<file path="src/rtl/wb_pkg.sv">
// Shared Wishbone definitions: responder state encoding, select-width
// derivation and the status-bit positions used by the host-side master.
package wb_pkg;

  typedef enum logic [1:0] {
    ST_IDLE = 2'd0,
    ST_WAIT = 2'd1,
    ST_ACK  = 2'd2,
    ST_ERR  = 2'd3
  } wb_state_e;

  // Bit positions inside the master's status word (busy/ack/err/timeout)
  typedef enum int {
    STAT_BUSY_BIT    = 0,
    STAT_ACK_BIT     = 1,
    STAT_ERR_BIT     = 2,
    STAT_TIMEOUT_BIT = 3
  } wb_stat_bit_e;

  function automatic int wb_sel_width(input int bus_width);
    return bus_width / 8;
  endfunction

endpackage

</file>
<file path="src/rtl/wb_slave_mem_if.sv">
// Wishbone classic bus bundle between the bridge master and the memory responder.
interface wb_slave_mem_if #(
  parameter int BUS_W  = 16,
  parameter int ADDR_W = 32
) ();
  import wb_pkg::*;

  localparam int SEL_W = wb_sel_width(BUS_W);

  logic              cyc;
  logic              stb;
  logic              we;
  logic              lock;
  logic [ADDR_W-1:0] addr;
  logic [BUS_W-1:0]  wdata;
  logic [SEL_W-1:0]  sel;
  logic [BUS_W-1:0]  rdata;
  logic              ack;
  logic              err;
  logic              rty;
  logic              stall;

  modport master (
    output cyc, stb, we, lock, addr, wdata, sel,
    input  rdata, ack, err, rty, stall
  );

  modport slave (
    input  cyc, stb, we, lock, addr, wdata, sel,
    output rdata, ack, err, rty, stall
  );

endinterface

</file>
<file path="src/rtl/wb_sel_ram.sv">
// Single-port RAM with per-byte write enables; the read port is a register
// that only updates on a read access, so it doubles as the bus read-data hold.
module wb_sel_ram #(
  parameter  int DATA_W = 16,
  parameter  int DEPTH  = 256,
  localparam int ADDR_W = $clog2(DEPTH),
  localparam int SEL_W  = DATA_W / 8
) (
  input  logic              clk,
  input  logic              rst_n,
  input  logic              en,
  input  logic              we,
  input  logic [ADDR_W-1:0] addr,
  input  logic [SEL_W-1:0]  be,
  input  logic [DATA_W-1:0] wdata,
  output logic [DATA_W-1:0] rdata
);

  logic [DATA_W-1:0] mem_r [DEPTH];
  logic [DATA_W-1:0] rdata_r;

  // Byte-lane write; storage is intentionally not reset
  always_ff @(posedge clk) begin
    if (en && we) begin
      for (int i = 0; i < SEL_W; i++) begin
        if (be[i]) begin
          mem_r[addr][i*8 +: 8] <= wdata[i*8 +: 8];
        end
      end
    end
  end

  // Read register: loads only on a read access, holds otherwise
  always_ff @(posedge clk or negedge rst_n) begin
    if (!rst_n) begin
      rdata_r <= '0;
    end else if (en && !we) begin
      rdata_r <= mem_r[addr];
    end else begin
      rdata_r <= rdata_r;
    end
  end

  assign rdata = rdata_r;

endmodule

</file>
<file path="src/rtl/wb_slave_mem.sv">
// Wishbone classic-cycle memory responder with byte-lane writes, configurable
// wait states, error response outside the decoded window and transfer counters.
module wb_slave_mem
  import wb_pkg::*;
#(
  parameter int                         WB_BUS_WIDTH  = 16,
  parameter int                         WB_ADDR_WIDTH = 32,
  parameter int                         MEM_DEPTH     = 256,
  parameter logic [WB_ADDR_WIDTH-1:0]   BASE_ADDR     = '0,
  parameter int                         WAIT_STATES   = 1
) (
  input  logic                  wb_clk_i,
  input  logic                  wb_reset_n_i,
  wb_slave_mem_if.slave         bus,
  output logic [15:0]           xfer_cnt_o,
  output logic [15:0]           err_cnt_o
);

  localparam int OFF_W = $clog2(MEM_DEPTH);
  localparam int SEL_W = wb_sel_width(WB_BUS_WIDTH);
  localparam logic [WB_ADDR_WIDTH:0] DEPTH_EXT = (WB_ADDR_WIDTH+1)'(MEM_DEPTH);
  localparam logic [3:0] WS_LOAD = 4'(WAIT_STATES - 1);

  wb_state_e              state_r;
  wb_state_e              next_state_s;
  logic [3:0]             cnt_r;
  logic                   we_r;
  logic [OFF_W-1:0]       off_r;
  logic [WB_BUS_WIDTH-1:0] wdata_r;
  logic [SEL_W-1:0]       sel_r;

  logic                   ack_r;
  logic                   err_r;
  logic                   stall_r;
  logic [15:0]            xfer_cnt_r;
  logic [15:0]            err_cnt_r;

  logic                   req_s;
  logic [WB_ADDR_WIDTH-1:0] diff_s;
  logic                   in_range_s;
  logic                   ack_s;
  logic                   err_s;
  logic                   stall_s;
  logic                   ram_en_s;
  logic                   ram_we_s;
  logic [OFF_W-1:0]       ram_addr_s;
  logic [SEL_W-1:0]       ram_be_s;
  logic [WB_BUS_WIDTH-1:0] ram_wdata_s;
  logic                   unused_lock_s;

  assign req_s = bus.cyc & bus.stb;

  // Check the lower bound first so the subtraction can never wrap into the window
  assign diff_s     = bus.addr - BASE_ADDR;
  assign in_range_s = (bus.addr >= BASE_ADDR) && ({1'b0, diff_s} < DEPTH_EXT);

  assign unused_lock_s = bus.lock;

  // State register
  always_ff @(posedge wb_clk_i or negedge wb_reset_n_i) begin
    if (!wb_reset_n_i) begin
      state_r <= ST_IDLE;
    end else begin
      state_r <= next_state_s;
    end
  end

  // Next-state logic
  always_comb begin
    next_state_s = state_r;
    case (state_r)
      ST_IDLE: begin
        if (!req_s) begin
          next_state_s = ST_IDLE;
        end else if (!in_range_s) begin
          next_state_s = ST_ERR;
        end else if (WAIT_STATES == 0) begin
          next_state_s = ST_ACK;
        end else begin
          next_state_s = ST_WAIT;
        end
      end
      ST_WAIT: begin
        if (!bus.cyc) begin
          next_state_s = ST_IDLE;
        end else if (cnt_r == 4'd0) begin
          next_state_s = ST_ACK;
        end else begin
          next_state_s = ST_WAIT;
        end
      end
      ST_ACK:  next_state_s = ST_IDLE;
      ST_ERR:  next_state_s = ST_IDLE;
      default: next_state_s = ST_IDLE;
    endcase
  end

  // Output decode; with zero wait states the RAM is fed straight from the bus
  always_comb begin
    ack_s    = (next_state_s == ST_ACK);
    err_s    = (next_state_s == ST_ERR);
    stall_s  = (next_state_s != ST_IDLE);
    ram_en_s = ack_s;
    if (state_r == ST_IDLE) begin
      ram_we_s    = bus.we;
      ram_addr_s  = diff_s[OFF_W-1:0];
      ram_be_s    = bus.sel;
      ram_wdata_s = bus.wdata;
    end else begin
      ram_we_s    = we_r;
      ram_addr_s  = off_r;
      ram_be_s    = sel_r;
      ram_wdata_s = wdata_r;
    end
  end

  // Request capture and wait-state countdown
  always_ff @(posedge wb_clk_i or negedge wb_reset_n_i) begin
    if (!wb_reset_n_i) begin
      cnt_r   <= 4'd0;
      we_r    <= 1'b0;
      off_r   <= '0;
      wdata_r <= '0;
      sel_r   <= '0;
    end else if (state_r == ST_IDLE) begin
      cnt_r <= WS_LOAD;
      if (req_s) begin
        we_r    <= bus.we;
        off_r   <= diff_s[OFF_W-1:0];
        wdata_r <= bus.wdata;
        sel_r   <= bus.sel;
      end
    end else if ((state_r == ST_WAIT) && (cnt_r != 4'd0)) begin
      cnt_r <= cnt_r - 4'd1;
    end
  end

  // Registered handshake outputs and wrapping counters
  always_ff @(posedge wb_clk_i or negedge wb_reset_n_i) begin
    if (!wb_reset_n_i) begin
      ack_r      <= 1'b0;
      err_r      <= 1'b0;
      stall_r    <= 1'b0;
      xfer_cnt_r <= 16'd0;
      err_cnt_r  <= 16'd0;
    end else begin
      ack_r   <= ack_s;
      err_r   <= err_s;
      stall_r <= stall_s;
      if (ack_s) begin
        xfer_cnt_r <= xfer_cnt_r + 16'd1;
      end
      if (err_s) begin
        err_cnt_r <= err_cnt_r + 16'd1;
      end
    end
  end

  wb_sel_ram #(
    .DATA_W (WB_BUS_WIDTH),
    .DEPTH  (MEM_DEPTH)
  ) u_ram (
    .clk   (wb_clk_i),
    .rst_n (wb_reset_n_i),
    .en    (ram_en_s),
    .we    (ram_we_s),
    .addr  (ram_addr_s),
    .be    (ram_be_s),
    .wdata (ram_wdata_s),
    .rdata (bus.rdata)
  );

  assign bus.ack    = ack_r;
  assign bus.err    = err_r;
  assign bus.rty    = 1'b0;
  assign bus.stall  = stall_r;
  assign xfer_cnt_o = xfer_cnt_r;
  assign err_cnt_o  = err_cnt_r;

endmodule

</file>
<file path="src/flat_wrapper.sv">
// flat-port wrapper written by rule: the top's interface ports become plain ports
module wb_slave_mem_flat import wb_pkg::*;
#(
  parameter int                         WB_BUS_WIDTH  = 16,
  parameter int                         WB_ADDR_WIDTH = 32,
  parameter int                         MEM_DEPTH     = 256,
  parameter logic [WB_ADDR_WIDTH-1:0]   BASE_ADDR     = '0,
  parameter int                         WAIT_STATES   = 1
)
  (wb_clk_i, wb_reset_n_i, xfer_cnt_o, err_cnt_o, bus_cyc, bus_stb, bus_we, bus_lock, bus_addr, bus_wdata, bus_sel, bus_rdata, bus_ack, bus_err, bus_rty, bus_stall);
  wb_slave_mem_if #(.BUS_W(16), .ADDR_W(32)) bus_i ();
  input  logic wb_clk_i;
  input  logic wb_reset_n_i;
  output logic [15:0] xfer_cnt_o;
  output logic [15:0] err_cnt_o;
  input wire logic [$bits(bus_i.cyc)-1:0] bus_cyc;
  input wire logic [$bits(bus_i.stb)-1:0] bus_stb;
  input wire logic [$bits(bus_i.we)-1:0] bus_we;
  input wire logic [$bits(bus_i.lock)-1:0] bus_lock;
  input wire logic [$bits(bus_i.addr)-1:0] bus_addr;
  input wire logic [$bits(bus_i.wdata)-1:0] bus_wdata;
  input wire logic [$bits(bus_i.sel)-1:0] bus_sel;
  output wire logic [$bits(bus_i.rdata)-1:0] bus_rdata;
  output wire logic [$bits(bus_i.ack)-1:0] bus_ack;
  output wire logic [$bits(bus_i.err)-1:0] bus_err;
  output wire logic [$bits(bus_i.rty)-1:0] bus_rty;
  output wire logic [$bits(bus_i.stall)-1:0] bus_stall;
  assign bus_i.cyc = bus_cyc;
  assign bus_i.stb = bus_stb;
  assign bus_i.we = bus_we;
  assign bus_i.lock = bus_lock;
  assign bus_i.addr = bus_addr;
  assign bus_i.wdata = bus_wdata;
  assign bus_i.sel = bus_sel;
  assign bus_rdata = bus_i.rdata;
  assign bus_ack = bus_i.ack;
  assign bus_err = bus_i.err;
  assign bus_rty = bus_i.rty;
  assign bus_stall = bus_i.stall;
  wb_slave_mem #(.WB_BUS_WIDTH(WB_BUS_WIDTH), .WB_ADDR_WIDTH(WB_ADDR_WIDTH), .MEM_DEPTH(MEM_DEPTH), .BASE_ADDR(BASE_ADDR), .WAIT_STATES(WAIT_STATES)) u_core (.wb_clk_i(wb_clk_i), .wb_reset_n_i(wb_reset_n_i), .bus(bus_i), .xfer_cnt_o(xfer_cnt_o), .err_cnt_o(err_cnt_o));
endmodule
</file>
<file path="config.mk">
export PLATFORM = sky130hd
export DESIGN_NAME = wb_slave_mem_flat
export DESIGN_NICKNAME = d
export VERILOG_FILES = /design/src/rtl/wb_pkg.sv /design/src/rtl/wb_slave_mem_if.sv /design/src/rtl/wb_sel_ram.sv /design/src/rtl/wb_slave_mem.sv /design/src/flat_wrapper.sv
export SDC_FILE = /design/constraint.sdc
export NUM_CORES = 2
export LEC_CHECK = 0
export CAP_MARGIN = 20
export CORE_MARGIN = 10
export CORE_UTILIZATION = 35
export DETAILED_ROUTE_END_ITERATION = 12
export PLACE_DENSITY = 0.47
export RECOVER_POWER = 25
export SYNTH_ARGS = -nofsm -noshare
export SYNTH_HDL_FRONTEND = slang
export SYNTH_SLANG_ARGS = --single-unit
export TNS_END_PERCENT = 20
</file>
<file path="constraint.sdc">
create_clock -name wb_clk_i -period 11.69 [get_ports wb_clk_i]
set_input_delay 1.7535 -clock wb_clk_i [delete_from_list [all_inputs] [get_ports wb_clk_i]]
set_output_delay 1.7535 -clock wb_clk_i [all_outputs]
set_load 0.005 [all_outputs]
</file>
# [Word-level counts from Yosys, hierarchy flattened]
# Memories as Yosys holds them, arrays and structs flattened. A register that Yosys moved wholly into a read port is not among the register bits.
# Cells that the tools add are included.
[word_totals] memories=1 input_bits=56 output_inout_bits=52 regBits=68 ram_bits=4096
[mem_list] name="u_core.u_ram.mem_r" words=256 width=16 read_ports=1 rd_ports_with_merged_regs=1 write_ports=1 line_no="wb_sel_ram.sv:19" text="logic [DATA_W-1:0] mem_r [DEPTH];"
[op_classes] magnitude_cmp=2 n_mux=17 reduce_logical=13 addsub=3 n_eq_ne=5 n_bitwise=1
[ops] operator="adder 16 x 1 -> 16 bit, second input constant" n=2
[ops] operator=">= comparator 32 x 1 -> 1 bit, second input constant" n=1
[ops] operator="less-than comparator 32 x 9 -> 1 bit, second input constant" n=1
[ops] operator="two-way mux 16 bit" n=1
[ops] operator="two-way mux 2 bit" n=5
[ops] operator="equality test 2 bit, second input constant" n=4
[ops] operator="two-way mux 4 bit" n=2
[ops] operator="two-way mux 8 bit" n=1
[ops] operator="two-way mux 1 bit" n=7
[ops] operator="one-hot mux 2 bit (3 select lines)" n=1
[ops] operator="logical AND 1 bit" n=4
[ops] operator="zero test 4 bit" n=1
[ops] operator="nonzero test 2 bit" n=2
[ops] operator="nonzero test 4 bit" n=1
[ops] operator="subtractor 4 x 1 -> 4 bit, second input constant" n=1
[ops] operator="equality test 2 x 1 -> 1 bit, second input constant" n=1
[ops] operator="zero test 1 bit" n=2
[ops] operator="zero test 2 bit" n=1
[ops] operator="AND reduction 2 bit" n=1
[ops] operator="OR reduction 2 bit" n=1
[ops] operator="AND 1 bit" n=1

# [Depth between registers and ports, before layout]
[depth] word_depth=9 mapped_depth=14 depth_no_buf=8

# [Hierarchy]
# Synthesis repeated with hierarchy kept, for this count alone.
[unflattened] hier_cells=7729 area_unflattened_um2=162539.6
[by_module_without_submodules] mod="wb_sel_ram" area_per_inst_um2=159269.0 instances=1 cells_each=7413
[by_module_without_submodules] mod="wb_slave_mem" area_per_inst_um2=3270.6 instances=1 cells_each=316

# [Worst setup path before layout]
# OpenSTA, ideal clock, no wires.
[synth_timing] path_type="input -> register" from="in bus_wdata[0]" to="mem u_core.u_ram.mem_r[0][0], data pin" required_time_ns=10.867 path_slack_ns=6.017 n_path_buf=0 arrival_ns=4.850 path_stages=2 path_cell_list="nand2_1 > nand2_1"
[synth_between] elab_chain_cells=1
[synth_lines] element="start, declared" line_no="flat_wrapper.sv:21" text="input wire logic [$bits(bus_i.wdata)-1:0] bus_wdata;"
[synth_lines] element="two-way mux 16 bit" line_no="wb_slave_mem.sv:104" text="if (state_r == ST_IDLE) begin"
[synth_lines] element="via u_core.ram_wdata_s[0]" line_no="wb_slave_mem.sv:48" text="logic [WB_BUS_WIDTH-1:0] ram_wdata_s;"
[synth_lines] element="end, declared" line_no="wb_sel_ram.sv:19"
# The timed path passes the listed nets, and every way through them passes these cells.

# [Worst setup path in the final report]
[layout_timing] from="reg u_core.state_r[1]" to="mem u_core.u_ram.mem_r[122][14], data pin"
[layout_between] elab_chain_cells=2
[layout_lines] element="start, declared" line_no="wb_slave_mem.sv:24" text="wb_state_e state_r;"
[layout_lines] element="start signal, assigned" line_no="wb_slave_mem.sv:64" text="state_r <= next_state_s;"
[layout_lines] element="zero test 2 bit" line_no="wb_slave_mem.sv:104"
[layout_lines] element="two-way mux 16 bit" line_no="wb_slave_mem.sv:104"
[layout_lines] element="via u_core.ram_wdata_s[14]" line_no="wb_slave_mem.sv:48"
# The timed path passes the listed nets, and every way through them passes these cells.

==> results.md <==
- CORE AREA: 442,400 um2
- Peak supply drop: 0.0001284 V
- Number of port buffers: 105
- Postcts setup bufs: 0
- Gpl congestion: 0.7737
- M1 WL: 202,200 um
- Hold-fix buffers, CTS: 0
- HP Class: reg2reg
- Vias in the first global route: 86,060
- WL final: 456,000 um
- Seq/Total Area, Yosys: 0.8033
- R2r startpoint: u_core.state_r[1]
- Critical path, cell by cell: or2_0 > clkbuf_1 > nand2_1 > nand2_1 > clkbuf_1 > buf_4
- RSZ-0062 raised after global routing: false
- Total gr overflow: 0
- 1st-iter DRT viols: 9,610
- Final hold vios: 0
- Post-Syn Area per Cell: 17.14 um2
- Number of synthesized flops with an enable pin: 4,096
- Register-to-register setup slack: 3.58 ns
- Synthesis warning total: 0
- Antenna violations before repair: 29
- Area added between synthesis and finish: 13.56%
- CTS tree: yes
- CP max-delay cell: clkbuf_1
- FF-to-FF End: u_core.u_ram.mem_r[122][14]
- Max-Cap Viols: 32
- Worst Hold Depth: 1
- Remaining DRCs: 0
- Failing checks: max-capacitance violations, max-slew violations
- Cell area after layout: 176,900 um2
- Top sig layer: met5
- Max Slew Vio Count: 2,036
- Die H: 687.1 um
- Distinct cells, synth: 57
- Most frequent cells in the layout: edfxtp_1 (4,096), a22oi_1 (1,800), a21oi_1 (921)
- Tightest Pin Transition: 4.208 ns
- Max clock buf depth: 4
- Async SR Flop Fraction: 0.02010
- Placed cell area: 163,100 um2
- DR vias/cell: 5.655
- Critical Path Source: u_core.state_r[1]
- Pwr dens: 198.3 nW/um2
- Pleak: 52.42 nW
- Crit-path max FO: 78
- DR pass1 iterations: 6
- Multiplexer share of the synthesized area: 0.002097
- Startpoint Class: register
- Gr usage total: 0.1853
- Mapped Area: 155,700 um2
- Crit path to: u_core.u_ram.mem_r[122][14]
- Worst r2r path cells: 6
- First-pass GRT wire length: 644,600 um
- CP Capture Type: register
- Bufs and invs on worst path: 3
- Synth Net Count: 9,144
- Post-Synth XOR/XNOR Area: 0.001743
- Clock transition at path regs: 0.06 ns
- CTS sink count: 4,180
- Num CTS Buffers: 422
- Most common cell after layout, fill and taps aside: edfxtp_1
- Final setup viols: 0
- Chip width: 687.1 um
- Worst path arrival time: 8.74 ns
- DRT antenna net count: 0
- Crit-path leading delay family: buffers and inverters
- Root Buffer: clkbuf_16
- Initial Util: 0.3520
- Nets: 9,188
- Final period util: 0.6942
- Synth Area in Compound Gates: 0.1505
- Max_slew headroom: -1.805
- Layout cells sized above 1: 0.09426
- H-Tree Depth: 5
- DR vias: 87,050
- Critical Path RT: 12.31 ns
- Row count: 244
- Final min period: 8.115 ns
- Met3 routed WL: 27,960 um
- Post-Synth Adder-Cell Area: 0.0003214
- Main flop type after synthesis: edfxtp_1
- DR WL/cell: 29.62 um
- Metal2 WL: 212,700 um
- WP depth: 6
- Post-CTS sizing: 0
- Die area: 472,000 um2
- Fillers: 39,920
- Util after Layout: 0.3998
- Total negative slack: 0 ns
- Pin count of the biggest net entering global routing: 182
- Detailed Place HPWL: 264,200 um
- Post-Synthesis Cells: 9,084
- Outcome: finished, violations left
- Ports: 108
- Slowest stage delay, CP: 2.91 ns
- Setup Crit Path Kind: reg2reg
- Largest family of logic cells by synthesized area: compound AO/OA/AOI/OAI gates
- Simple-Gate Fraction of Synth Area: 0.02051
- Layout Skew: 0.03861 ns
- F_max: 123.2 MHz
- Yosys reg bits: 4,180
- Clk_lat worst skew: 0.99 ns
-- cell families (layout without fill, tap and decap cells) --
kind of cell	after synthesis	after routing
multiplexers	29	29
buffers and inverters	703	1103
XOR/XNOR	31	31
AO/OA/AOI/OAI	3361	3361
other	1	7
flip-flops	4180	4180
AND/OR/NAND/NOR	775	775
adder cells (fa/ha/maj)	4	4
-- through the flow --
step           hold WS, ns  power [mW]  std cells  worst slack [ns]
2_1_floorplan       0.4515       20.02       9084             6.017
3_3_place_gp        0.4605       21.68      14600             4.696
3_5_place_dp        0.4593       21.76      14610             4.737
4_1_cts             0.4729       35.29      15390             5.792
5_1_grt             0.4866       36.20      15390             3.037
6_report            0.4719       35.06      15390             3.575
-- how the worst min path moves through the flow --
stage | startpoint | end | slack (ns)
3_3_place_gp | u_core.xfer_cnt_o[15] | u_core.xfer_cnt_o[15] | 0.46
3_5_place_dp | u_core.err_cnt_o[15] | u_core.err_cnt_o[15] | 0.46
4_1_cts | u_core.err_cnt_o[15] | u_core.err_cnt_o[15] | 0.47
5_1_grt | u_core.err_cnt_o[15] | u_core.err_cnt_o[15] | 0.49
6_report | u_core.err_cnt_o[15] | u_core.err_cnt_o[15] | 0.47
2_1_floorplan | u_core.cnt_r[3] | u_core.cnt_r[3] | 0.45
-- per-layer routing --
metal  GRT usage  up-vias
li1            -    37710
met1      0.2660    45640
met3     0.02576      640
met4     0.04986       12
met2      0.2966     3051
met5           0        -
-- sequential cells by signal, summed over array words and instances, names as in the netlist, 4 cells and up --
name,flops
u_core.cnt_r,4
u_core.u_ram.mem_r,4096
u_core.off_r,8
u_core.u_ram.rdata,16
u_core.err_cnt_o,16
u_core.xfer_cnt_o,16
u_core.wdata_r,16
-- Yosys cell counts (21+ instances only) --
cell type  count  area [um2]
edfxtp_1    4096      123000
a22oi_1     1800       13510
nand2_1      123       461.7
buf_4         45       337.8
a41oi_1       51       446.7
a22o_1       124        1086
buf_2        394        1972
o41ai_1      205        1795
dfrtp_1       84        2102
clkbuf_1     201       754.5
o22ai_1       69       431.7
mux2_2        29       326.6
buf_1         47       176.4
xnor2_1       21       183.9
a221oi_1     124        1086
a21oi_1      921        4609
nor4_1        38       237.7
nor2_1       544        2042
o21ai_0       38       190.2
-- final cells by class --
type / count / area [um2] / area share
clock buffers: 529 / 11290 / 0.06386
repair buffers: 314 / 2967 / 0.01677
well taps: 5904 / 7387 / 0.04177
inverters: 9 / 33.78 / 0.0001910
flip-flops and latches: 4180 / 125100 / 0.7074
multi-input cells: 4201 / 27490 / 0.1554
clock inverters: 251 / 2569 / 0.01452
diodes: 6 / 15.01 / 0.00008490
-- power by group --
group / internal, mW / total (mW) / switching [mW]
Sequential: 17.2 / 17.3 / 0.130
Combinational: 0.992 / 4.14 / 3.15
Clock: 7.87 / 13.6 / 5.74
Total: 26.0 / 35.1 / 9.02
No activity file was read; power rests on OpenSTA's default activity.
